--- src/rtl/dff_arb_pkg.sv ---
// Shared constants for the dff_arbiter slice: FSM state encodings and
// default sizing for the shared register bank.
package dff_arb_pkg;

    // FSM state encodings
    localparam logic [1:0] S_IDLE   = 2'd0;
    localparam logic [1:0] S_GRANT  = 2'd1;
    localparam logic [1:0] S_LOCKED = 2'd2;

    // Default sizing
    localparam int unsigned DEF_N_REQ    = 4;
    localparam int unsigned DEF_WIDTH    = 8;
    localparam int unsigned DEF_LOCK_MAX = 15;

endpackage : dff_arb_pkg

--- src/rtl/rr_pick.sv ---
// Combinational round-robin picker: finds the first asserted request at or
// after ptr_i, wrapping modulo N_REQ.
module rr_pick
    import dff_arb_pkg::*;
#(
    parameter int unsigned N_REQ = DEF_N_REQ,
    parameter int unsigned IDX_W = $clog2(DEF_N_REQ)
) (
    input  logic [N_REQ-1:0] req_i,
    input  logic [IDX_W-1:0] ptr_i,
    output logic [IDX_W-1:0] win_c_o,
    output logic             valid_c_o
);

    logic [IDX_W-1:0] cand;

    // Scan from the farthest offset down so the nearest hit to ptr wins
    always_comb begin
        cand      = '0;
        win_c_o   = '0;
        valid_c_o = 1'b0;
        for (int k = int'(N_REQ) - 1; k >= 0; k--) begin
            cand = IDX_W'((int'(ptr_i) + k) % int'(N_REQ));
            if (req_i[cand]) begin
                valid_c_o = 1'b1;
                win_c_o   = cand;
            end
        end
    end

endmodule : rr_pick

--- src/rtl/dff_arbiter.sv ---
// Round-robin arbiter sharing one enable/clear register bank between
// N_REQ requesters, with lock-based bursts and a synchronous clear.
// Optional build macro DFF_ARB_TIMEOUT_EN bounds LOCKED to LOCK_MAX cycles.
module dff_arbiter
    import dff_arb_pkg::*;
#(
    parameter int unsigned N_REQ    = DEF_N_REQ,
    parameter int unsigned WIDTH    = DEF_WIDTH,
    parameter int unsigned LOCK_MAX = DEF_LOCK_MAX
) (
    input  logic                   clk,
    input  logic                   clr_n,
    input  logic [N_REQ-1:0]       req,
    input  logic [N_REQ-1:0]       lock,
    input  logic [N_REQ*WIDTH-1:0] wdata,
    input  logic                   sw_clr,
    output logic [N_REQ-1:0]       gnt,
    output logic [N_REQ-1:0]       ack,
    output logic                   dff_en,
    output logic [WIDTH-1:0]       dff_d,
    output logic                   dff_clr,
    output logic                   busy
);

    localparam int unsigned IDX_W = $clog2(N_REQ);

    // Elaboration-time guard on parameter ranges
    if (N_REQ < 2 || N_REQ > 8 || WIDTH < 1 || LOCK_MAX < 1) begin : g_param_check
        $error("dff_arbiter: parameter out of range");
    end

    logic [1:0]       state_q, state_d;
    logic [IDX_W-1:0] ptr_q,   ptr_d;
    logic [IDX_W-1:0] win_q,   win_d;
    logic [N_REQ-1:0] gnt_q,   gnt_d;
    logic [N_REQ-1:0] ack_q,   ack_d;
    logic             en_q,    en_d;
    logic [WIDTH-1:0] dat_q,   dat_d;
    logic             clr_q,   clr_d;
    logic             busy_q,  busy_d;

    logic [IDX_W-1:0] pick_idx_c;
    logic             pick_valid_c;
    logic [N_REQ-1:0] pick_oh_c;
    logic [N_REQ-1:0] win_oh_c;
    logic [WIDTH-1:0] pick_dat_c;
    logic [WIDTH-1:0] win_dat_c;
    logic [IDX_W-1:0] nxt_ptr_c;
    logic             timeout_c;

    rr_pick #(
        .N_REQ (N_REQ),
        .IDX_W (IDX_W)
    ) u_rr_pick (
        .req_i     (req),
        .ptr_i     (ptr_q),
        .win_c_o   (pick_idx_c),
        .valid_c_o (pick_valid_c)
    );

    // One-hot and data selection for the fresh winner and the held winner
    always_comb begin
        pick_oh_c  = '0;
        win_oh_c   = '0;
        pick_dat_c = '0;
        win_dat_c  = '0;
        for (int i = 0; i < int'(N_REQ); i++) begin
            if (pick_idx_c == IDX_W'(i)) begin
                pick_oh_c[i] = 1'b1;
                pick_dat_c   = wdata[i*WIDTH +: WIDTH];
            end
            if (win_q == IDX_W'(i)) begin
                win_oh_c[i] = 1'b1;
                win_dat_c   = wdata[i*WIDTH +: WIDTH];
            end
        end
    end

    // Pointer moves one past the released winner, wrapping at N_REQ
    assign nxt_ptr_c = (win_q == IDX_W'(N_REQ - 1)) ? '0 : win_q + IDX_W'(1);

`ifdef DFF_ARB_TIMEOUT_EN
    localparam int unsigned CNT_W = $clog2(LOCK_MAX + 1);

    logic [CNT_W-1:0] cnt_q, cnt_d;

    // LOCKED residency counter, cleared on the GRANT->LOCKED transition
    always_comb begin
        cnt_d = cnt_q;
        if (state_q == S_GRANT) begin
            cnt_d = '0;
        end else if (state_q == S_LOCKED) begin
            cnt_d = cnt_q + CNT_W'(1);
        end
    end

    // Counter register
    always_ff @(posedge clk or negedge clr_n) begin
        if (!clr_n) begin
            cnt_q <= '0;
        end else begin
            cnt_q <= cnt_d;
        end
    end

    // Counter reaches LOCK_MAX at this edge: force release
    assign timeout_c = (state_q == S_LOCKED) && (cnt_q == CNT_W'(LOCK_MAX - 1));
`else
    assign timeout_c = 1'b0;
`endif

    // Next-state and registered-output logic
    always_comb begin
        state_d = state_q;
        ptr_d   = ptr_q;
        win_d   = win_q;
        gnt_d   = gnt_q;
        ack_d   = '0;
        en_d    = 1'b0;
        dat_d   = dat_q;
        clr_d   = 1'b0;

        if (sw_clr) begin
            state_d = S_IDLE;
            gnt_d   = '0;
            clr_d   = 1'b1;
        end else begin
            case (state_q)
                S_IDLE: begin
                    if (pick_valid_c) begin
                        state_d = S_GRANT;
                        win_d   = pick_idx_c;
                        gnt_d   = pick_oh_c;
                        ack_d   = pick_oh_c;
                        en_d    = 1'b1;
                        dat_d   = pick_dat_c;
                    end
                end
                S_GRANT: begin
                    if (lock[win_q]) begin
                        state_d = S_LOCKED;
                    end else begin
                        state_d = S_IDLE;
                        ptr_d   = nxt_ptr_c;
                        gnt_d   = '0;
                    end
                end
                S_LOCKED: begin
                    if (req[win_q]) begin
                        ack_d = win_oh_c;
                        en_d  = 1'b1;
                        dat_d = win_dat_c;
                    end
                    if (!lock[win_q] || timeout_c) begin
                        state_d = S_IDLE;
                        ptr_d   = nxt_ptr_c;
                        gnt_d   = '0;
                    end
                end
                default: begin
                    state_d = S_IDLE;
                    gnt_d   = '0;
                end
            endcase
        end

        busy_d = (state_d != S_IDLE);
    end

    // State and output registers
    always_ff @(posedge clk or negedge clr_n) begin
        if (!clr_n) begin
            state_q <= S_IDLE;
            ptr_q   <= '0;
            win_q   <= '0;
            gnt_q   <= '0;
            ack_q   <= '0;
            en_q    <= 1'b0;
            dat_q   <= '0;
            clr_q   <= 1'b0;
            busy_q  <= 1'b0;
        end else begin
            state_q <= state_d;
            ptr_q   <= ptr_d;
            win_q   <= win_d;
            gnt_q   <= gnt_d;
            ack_q   <= ack_d;
            en_q    <= en_d;
            dat_q   <= dat_d;
            clr_q   <= clr_d;
            busy_q  <= busy_d;
        end
    end

    assign gnt     = gnt_q;
    assign ack     = ack_q;
    assign dff_en  = en_q;
    assign dff_d   = dat_q;
    assign dff_clr = clr_q;
    assign busy    = busy_q;

endmodule : dff_arbiter

--- config.mk ---
export PLATFORM = sky130hd
export DESIGN_NAME = dff_arbiter
export DESIGN_NICKNAME = d
export VERILOG_FILES = /design/src/rtl/dff_arb_pkg.sv /design/src/rtl/rr_pick.sv /design/src/rtl/dff_arbiter.sv
export SDC_FILE = /design/constraint.sdc
export NUM_CORES = 1
export LEC_CHECK = 0
export CORE_MARGIN = 3
export CORE_UTILIZATION = 45
export DETAILED_ROUTE_END_ITERATION = 6
export PLACE_DENSITY = 0.77
export SLEW_MARGIN = 30
export SYNTH_ARGS = -nofsm -noshare
export SYNTH_HDL_FRONTEND = slang
export SYNTH_SLANG_ARGS = --single-unit
export TNS_END_PERCENT = 20
--- constraint.sdc ---
create_clock -name clk -period 2.6 [get_ports clk]
set_input_delay 0.52 -clock clk [delete_from_list [all_inputs] [get_ports clk]]
set_output_delay 0.52 -clock clk [all_outputs]
set_load 0.1 [all_outputs]
==> results.toml, run 1 <==
[clock_network]
cts_buffers = 3
htreeDepth = 1
insertion_delay_ns = 0.27
cts.sinks = 25
clock-root-buffer = "clkbuf_8"
postCtsSetupRepairBufs = 0
cts_max_path_buffers = 2
post_cts_resized = 0
cts_tree = "yes"
path_clk_slew_ns = 0.09
holdBufCountCts = 0

[power]
pwr-share-clk = 0.085
p_per_area_nw_per_um2 = 1100
swShare = 0.553
combinationalPowerShare = 0.689
max-vdd-ir-drop_uv = 567
power.internal_mw = 1.23
p_sw_mw = 1.53
leakage_nw = 1.07
pwr-share-seq = 0.226

[cells_and_area]
post-route-util = 0.655
final_cell_area_um2 = 2510
synthToLayoutAreaGrowth_pct = 33.8
nets = 316
antenna_cells = 0
fillers = 340
seq_area_um2 = 626
drive_gt1_frac = 0.170
multi_input_area_um2 = 1070

[yosys]
post_synth_num_cell_types = 43
synthCells = 205
synth_edf_count = 0
ys.warnings.count = 0
syn_area_per_cell_um2 = 9.14
syn_nets = 256
ys_ff_latch = 25
ys_seq_area_frac = 0.334
synth_area_um2 = 1870
ys_async_sr_fraction = 1.00
synthFlopType = "dfrtp_1"

[floorplanning]
die_w_um = 70.5
die_area_um2 = 4970
ios = 62
start_util = 0.490
num_rows = 22
core_um2 = 3830
die_h_um = 70.5

[sta]
finalCritPeriodShare = 0.902
finalCriticalPeriod_ns = 2.35
grt_setup_unrepaired = "false"
layout_setup_ws_ns = 0.254
slew_headroom = 0.528
drv_slew = 0
whs_ns = 0.498
worst_pin_slew_ns = 0.708
finalSetupViolations = 0
skew_ns = 0.00425
hold_viol = 0
fmax_mhz = 426

[detailed_routing]
wire_per_inst_um = 17.4
drc_errors = 0
initialDrtViolationCount = 134
postRouteAntennaNets = 0
dr.pass1.iters = 4
num_vias = 1867
vias_per_cell = 5.98
wirelength_um = 5420

[place]
globalplace.congestion = 0.812
placed_cell_area_um2 = 2460
portBuffers = 61
dpl.hpwl_um = 3960
dpl_worst_slack_ns = -0.00789

[grt]
grt_usage = 0.218
grt_pass1_vias = 1709
antenna_found_initial = 0
grt_pass1_wl_um = 8700
overflow = 0
grt_max_degree = 26

[critical_path]
critPathKind = "in -> reg"
crit_required_ns = 2.75
crit_fanout = 19
end_kind = "flip-flop"
arrival_ns = 2.50
critical_path.startpoint_type = "input pin"

[min_path]
hold_class = "reg -> reg"

[flow_run]
maxCapViolations = 0

[run_status]
run_status = "complete, no violations"
state kept, by name, summed over array words and instances, names as in the netlist:
register / count
dff_d: 8
ack: 4
gnt: 4
ptr_q: 2
state_q: 2
win_q: 2
busy: 1
dff_clr: 1
dff_en: 1
Yosys cell counts (2+ instances only):
| library cell | count | area (µm²) |
|---|---|---|
| dfrtp_1 | 25 | 626 |
| inv_1 | 17 | 63.8 |
| nor3_1 | 17 | 85.1 |
| nand2_1 | 13 | 48.8 |
| a21oi_1 | 12 | 60.1 |
| or3_1 | 10 | 62.6 |
| a22oi_1 | 9 | 67.6 |
| a221o_1 | 8 | 80.1 |
| ha_1 | 8 | 100 |
| o221ai_1 | 8 | 70.1 |
| o311ai_1 | 8 | 70.1 |
| nor2_1 | 7 | 26.3 |
| clkbuf_1 | 6 | 22.5 |
| buf_6 | 5 | 56.3 |
| nor2b_1 | 4 | 25.0 |
| and2_1 | 3 | 18.8 |
| buf_4 | 3 | 22.5 |
| o21ai_0 | 3 | 15.0 |
| a211oi_1 | 2 | 15.0 |
| a21boi_1 | 2 | 15.0 |
| a21oi_2 | 2 | 17.5 |
| a22o_1 | 2 | 17.5 |
| a32o_1 | 2 | 20.0 |
| buf_2 | 2 | 10.0 |
| mux2_2 | 2 | 22.5 |
| mux4_2 | 2 | 45.0 |
| nand2b_1 | 2 | 12.5 |
| nand3_1 | 2 | 10.0 |
| o21ai_1 | 2 | 10.0 |
| o21bai_1 | 2 | 15.0 |
| o22ai_1 | 2 | 12.5 |
| or2_1 | 2 | 12.5 |
per-stage QoR:
| stage | std cells | power [mW] | TNS (ns) |
|---|---|---|---|
| 2_1_floorplan | 205 | 2.08 | 0 |
| 3_3_place_gp | 308 | 2.50 | 0 |
| 3_5_place_dp | 308 | 2.53 | -0.00789 |
| 4_1_cts | 312 | 2.77 | 0 |
| 5_1_grt | 312 | 2.92 | 0 |
| 6_report | 312 | 2.76 | 0 |
final cells by class:
cell class,count,area share
inverters,17,0.0255
multi-input cells,147,0.428
flip-flops and latches,25,0.250
clock inverters,1,0.00200
well taps,48,0.0240
repair buffers,71,0.255
clock buffers,3,0.0165
layer usage:
layer | vias up | part of all wire | track usage | routed length, µm
met5 | - | 0 | 0 | 0
met1 | 894 | 0.44 | 0.331 | 2360
met3 | 4 | 0.076 | 0.0259 | 412
li1 | 890 | - | - | -
met2 | 79 | 0.48 | 0.337 | 2610
met4 | 0 | 0.0068 | 0.0383 | 37
power groups by stage:
stage	sequential [mW]	clock, mW	combinational, mW
CTS	0.624	0.239	1.90
floorplan	1.25	0	0.831
global route	0.644	0.257	2.02
finish	0.625	0.234	1.90
detailed placement	0.631	0	1.90
global placement	0.634	0	1.87
layout by cell type (no fill, tap or decap), drive strengths merged, types with 3 or more instances in the layout:
master and n:
a211oi 3, a21oi 14, a221o 8, a22oi 9, and2 3, buf 29
clkbuf 3, clkdlybuf4s50 42, dfrtp 25, ha 8, inv 17, nand2 14
nor2 7, nor2b 4, nor3 17, o21ai 6, o221ai 8, o311ai 8
or3 10
logic make-up (layout without fill, tap and decap cells):
kind of cell	count (synthesis)	after routing	synth area share
AND/OR/NAND/NOR	64	64	0.182
multiplexers	4	4	0.0361
buffers and inverters	33	92	0.0935
flip-flops	25	25	0.334
adder cells (fa/ha/maj)	8	8	0.0534
AO/OA/AOI/OAI	71	71	0.301
critical path, cell delays in order:
cell and delay, ns:
clkdlybuf4s50_1 0.54, a21o_1 0.21, a21boi_1 0.17, o21ba_1 0.61, nor3_1 0.11, o311ai_1 0.34
worst paths after layout:
kind,startpoint,end,slack [ns],depth (start not counted)
worst min register to register,dff_d[6],dff_d[6],0.50,2
worst max-delay path,req[0],dff_d[1],0.25,6
worst max register to register,state_q[1],dff_d[1],0.31,7
min in group asynchronous,clr_n,ptr_q[1],0.61,2
worst min-delay path,dff_d[6],dff_d[6],0.50,2
max in group asynchronous,clr_n,ack[1],1.74,2
(Power assumes the default switching activity.)
==> run 2: changes to the inputs <==
- SYNTH_HIERARCHICAL: not set -> 1
==> run 2 against run 1 <==
Compared with the run above:
- utilization rose by 1.3 points
- final cell count fell by 2.2%
- global-route usage fell by 2.8 points
- setup slack got worse by 0.071 ns
- combinational power barely moved
- count of clock-buffer cells in the layout did not move
- critical path type unchanged
- critical endpoint unchanged
- largest cell class unchanged
==> results.toml, run 2 <==
[detailed_routing]
num_vias = 1672
drc_errors = 0
initialDrtViolationCount = 57
wire_per_inst_um = 15.0
postRouteAntennaNets = 0
wirelength_um = 4580
dr.pass1.iters = 4
vias_per_cell = 5.48

[sta]
skew_ns = 0.00205
hold_viol = 0
final.setup.tns_ns = 0
finalCriticalPeriod_ns = 2.42
drv_slew = 0
finalSetupViolations = 0
slew_headroom = 0.626
worst_pin_slew_ns = 0.560
grt_setup_unrepaired = "false"
whs_ns = 0.492
layout_setup_ws_ns = 0.183
fmax_mhz = 414
finalCritPeriodShare = 0.930

[cells_and_area]
antenna_cells = 0
final_cell_count_no_fill = 305
synthToLayoutAreaGrowth_pct = 37.3
drive_gt1_frac = 0.210
final_cell_area_um2 = 2560
largest_reg_flops = 8
nets = 309
final_cell_mix = "clkdlybuf4s50_1 (42), nand2_1 (31), buf_4 (31), dfrtp_1 (25), o21ai_0 (12)"
layout_commonest_cell = "clkdlybuf4s50_1"
post-route-util = 0.668

[critical_path]
end_kind = "flip-flop"
crit_fanout = 5
critPathKind = "in -> reg"
critical_path.startpoint_type = "input pin"
arrival_ns = 2.56
crit_required_ns = 2.75

[clock_network]
htreeDepth = 1
insertion_delay_ns = 0.27
cts_max_path_buffers = 2
clock-root-buffer = "clkbuf_8"
post_cts_resized = 0
path_clk_slew_ns = 0.09
cts_buffers = 3
cts.sinks = 25
postCtsSetupRepairBufs = 0
holdBufCountCts = 0
cts_tree = "yes"

[floorplanning]
die_h_um = 70.3
ios = 62
die_area_um2 = 4940
core_um2 = 3830
die_w_um = 70.3
start_util = 0.487
num_rows = 22

[place]
placed_cells = 301
dpl_worst_slack_ns = -0.153
globalplace.congestion = 0.866
dpl.hpwl_um = 3750
portBuffers = 61
placed_cell_area_um2 = 2510

[yosys]
synth.largest_area_cell = "dfrtp_1"
synth_commonest_cells = "nand2_1 (31), dfrtp_1 (25), o21ai_0 (12), nor2b_1 (11), mux4_2 (10)"
synth_area_um2 = 1860
synthCells = 193
yosysMostFrequentCell = "nand2_1"
synthFlopType = "dfrtp_1"
post_synth_num_cell_types = 35
netlist.area_leader.share = 0.336
syn_nets = 244
yosys-top-cells-area = "dfrtp_1 (34%), mux4_2 (12%), nand2_1 (6.3%)"
ys.warnings.count = 6
syn_area_per_cell_um2 = 9.65
ys_ff_latch = 25
ys_seq_area_frac = 0.336
synth_edf_count = 0
ys_async_sr_fraction = 1.00

[power]
p_per_area_nw_per_um2 = 1070
max-vdd-ir-drop_uv = 723
leakage_nw = 1.08
p_total_mw = 2.74

[grt]
overflow = 0
grt_pass1_wl_um = 7510
antenna_found_initial = 0
grt_pass1_vias = 1577
grt_usage = 0.190
grt_max_degree = 26

[flow_run]
maxCapViolations = 0

[min_path]
hold_class = "reg -> reg"

[run_status]
run_status = "complete, no violations"
run 2: cell types whose count changed in the layout (fill, tap and decap cells not counted), moves of 9 or more:
cell     change
a22oi_1      -9
inv_1       -10
o21ai_0      +9
nand2_1     +18
nor3_1      -17
run 2: cell type report:
| class | count | area, µm² |
|---|---|---|
| fillers | 317 | 1270 |
| multi-input cells | 147 | 1140 |
| repair buffers | 73 | 653 |
| flip-flops and latches | 25 | 626 |
| well taps | 48 | 60.1 |
| clock buffers | 3 | 41.3 |
| inverters | 8 | 30.0 |
| clock inverters | 1 | 7.51 |
run 2: cells by family (layout without fill, tap and decap cells):
logic type               Yosys count  after routing  synth area share
flip-flops                        25             25             0.336
AO/OA/AOI/OAI                     54             54             0.230
adder cells (fa/ha/maj)            8              8            0.0538
buffers and inverters             21             85            0.0524
multiplexers                      13             13             0.138
AND/OR/NAND/NOR                   72             72             0.190
run 2: metal layers:
| metal | global-route usage | share of wire | vias up |
|---|---|---|---|
| met5 | 0 | 0 | - |
| met4 | 0.0553 | 0.011 | 0 |
| met3 | 0.0302 | 0.058 | 6 |
| met2 | 0.317 | 0.50 | 51 |
| met1 | 0.253 | 0.44 | 779 |
| li1 | - | - | 836 |
run 2: path summary, 6_finish.rpt:
check,to,startpoint,slack [ns],cells after the start
min in group asynchronous,gnt[1],clr_n,0.60,2
worst min-delay path,gnt[1],gnt[1],0.49,2
worst max-delay path,dff_d[1],req[3],0.18,8
worst max register to register,dff_d[1],ptr_q[1],0.47,8
max in group asynchronous,dff_d[4],clr_n,1.77,2
worst min register to register,gnt[1],gnt[1],0.49,2
run 2: power breakdown:
group          switching, mW  internal, mW  total, mW
clock network          0.122         0.109      0.231
logic                   1.23         0.661       1.89
registers              0.102         0.511      0.614
total                   1.46          1.28       2.74
run 2: worst max-delay path: stages:
cell,delay [ns]
clkdlybuf4s50_1,0.54
mux2i_1,0.11
a211oi_2,0.26
buf_4,0.17
mux4_2,0.48
and2_1,0.16
a31oi_1,0.24
o21ai_1,0.09
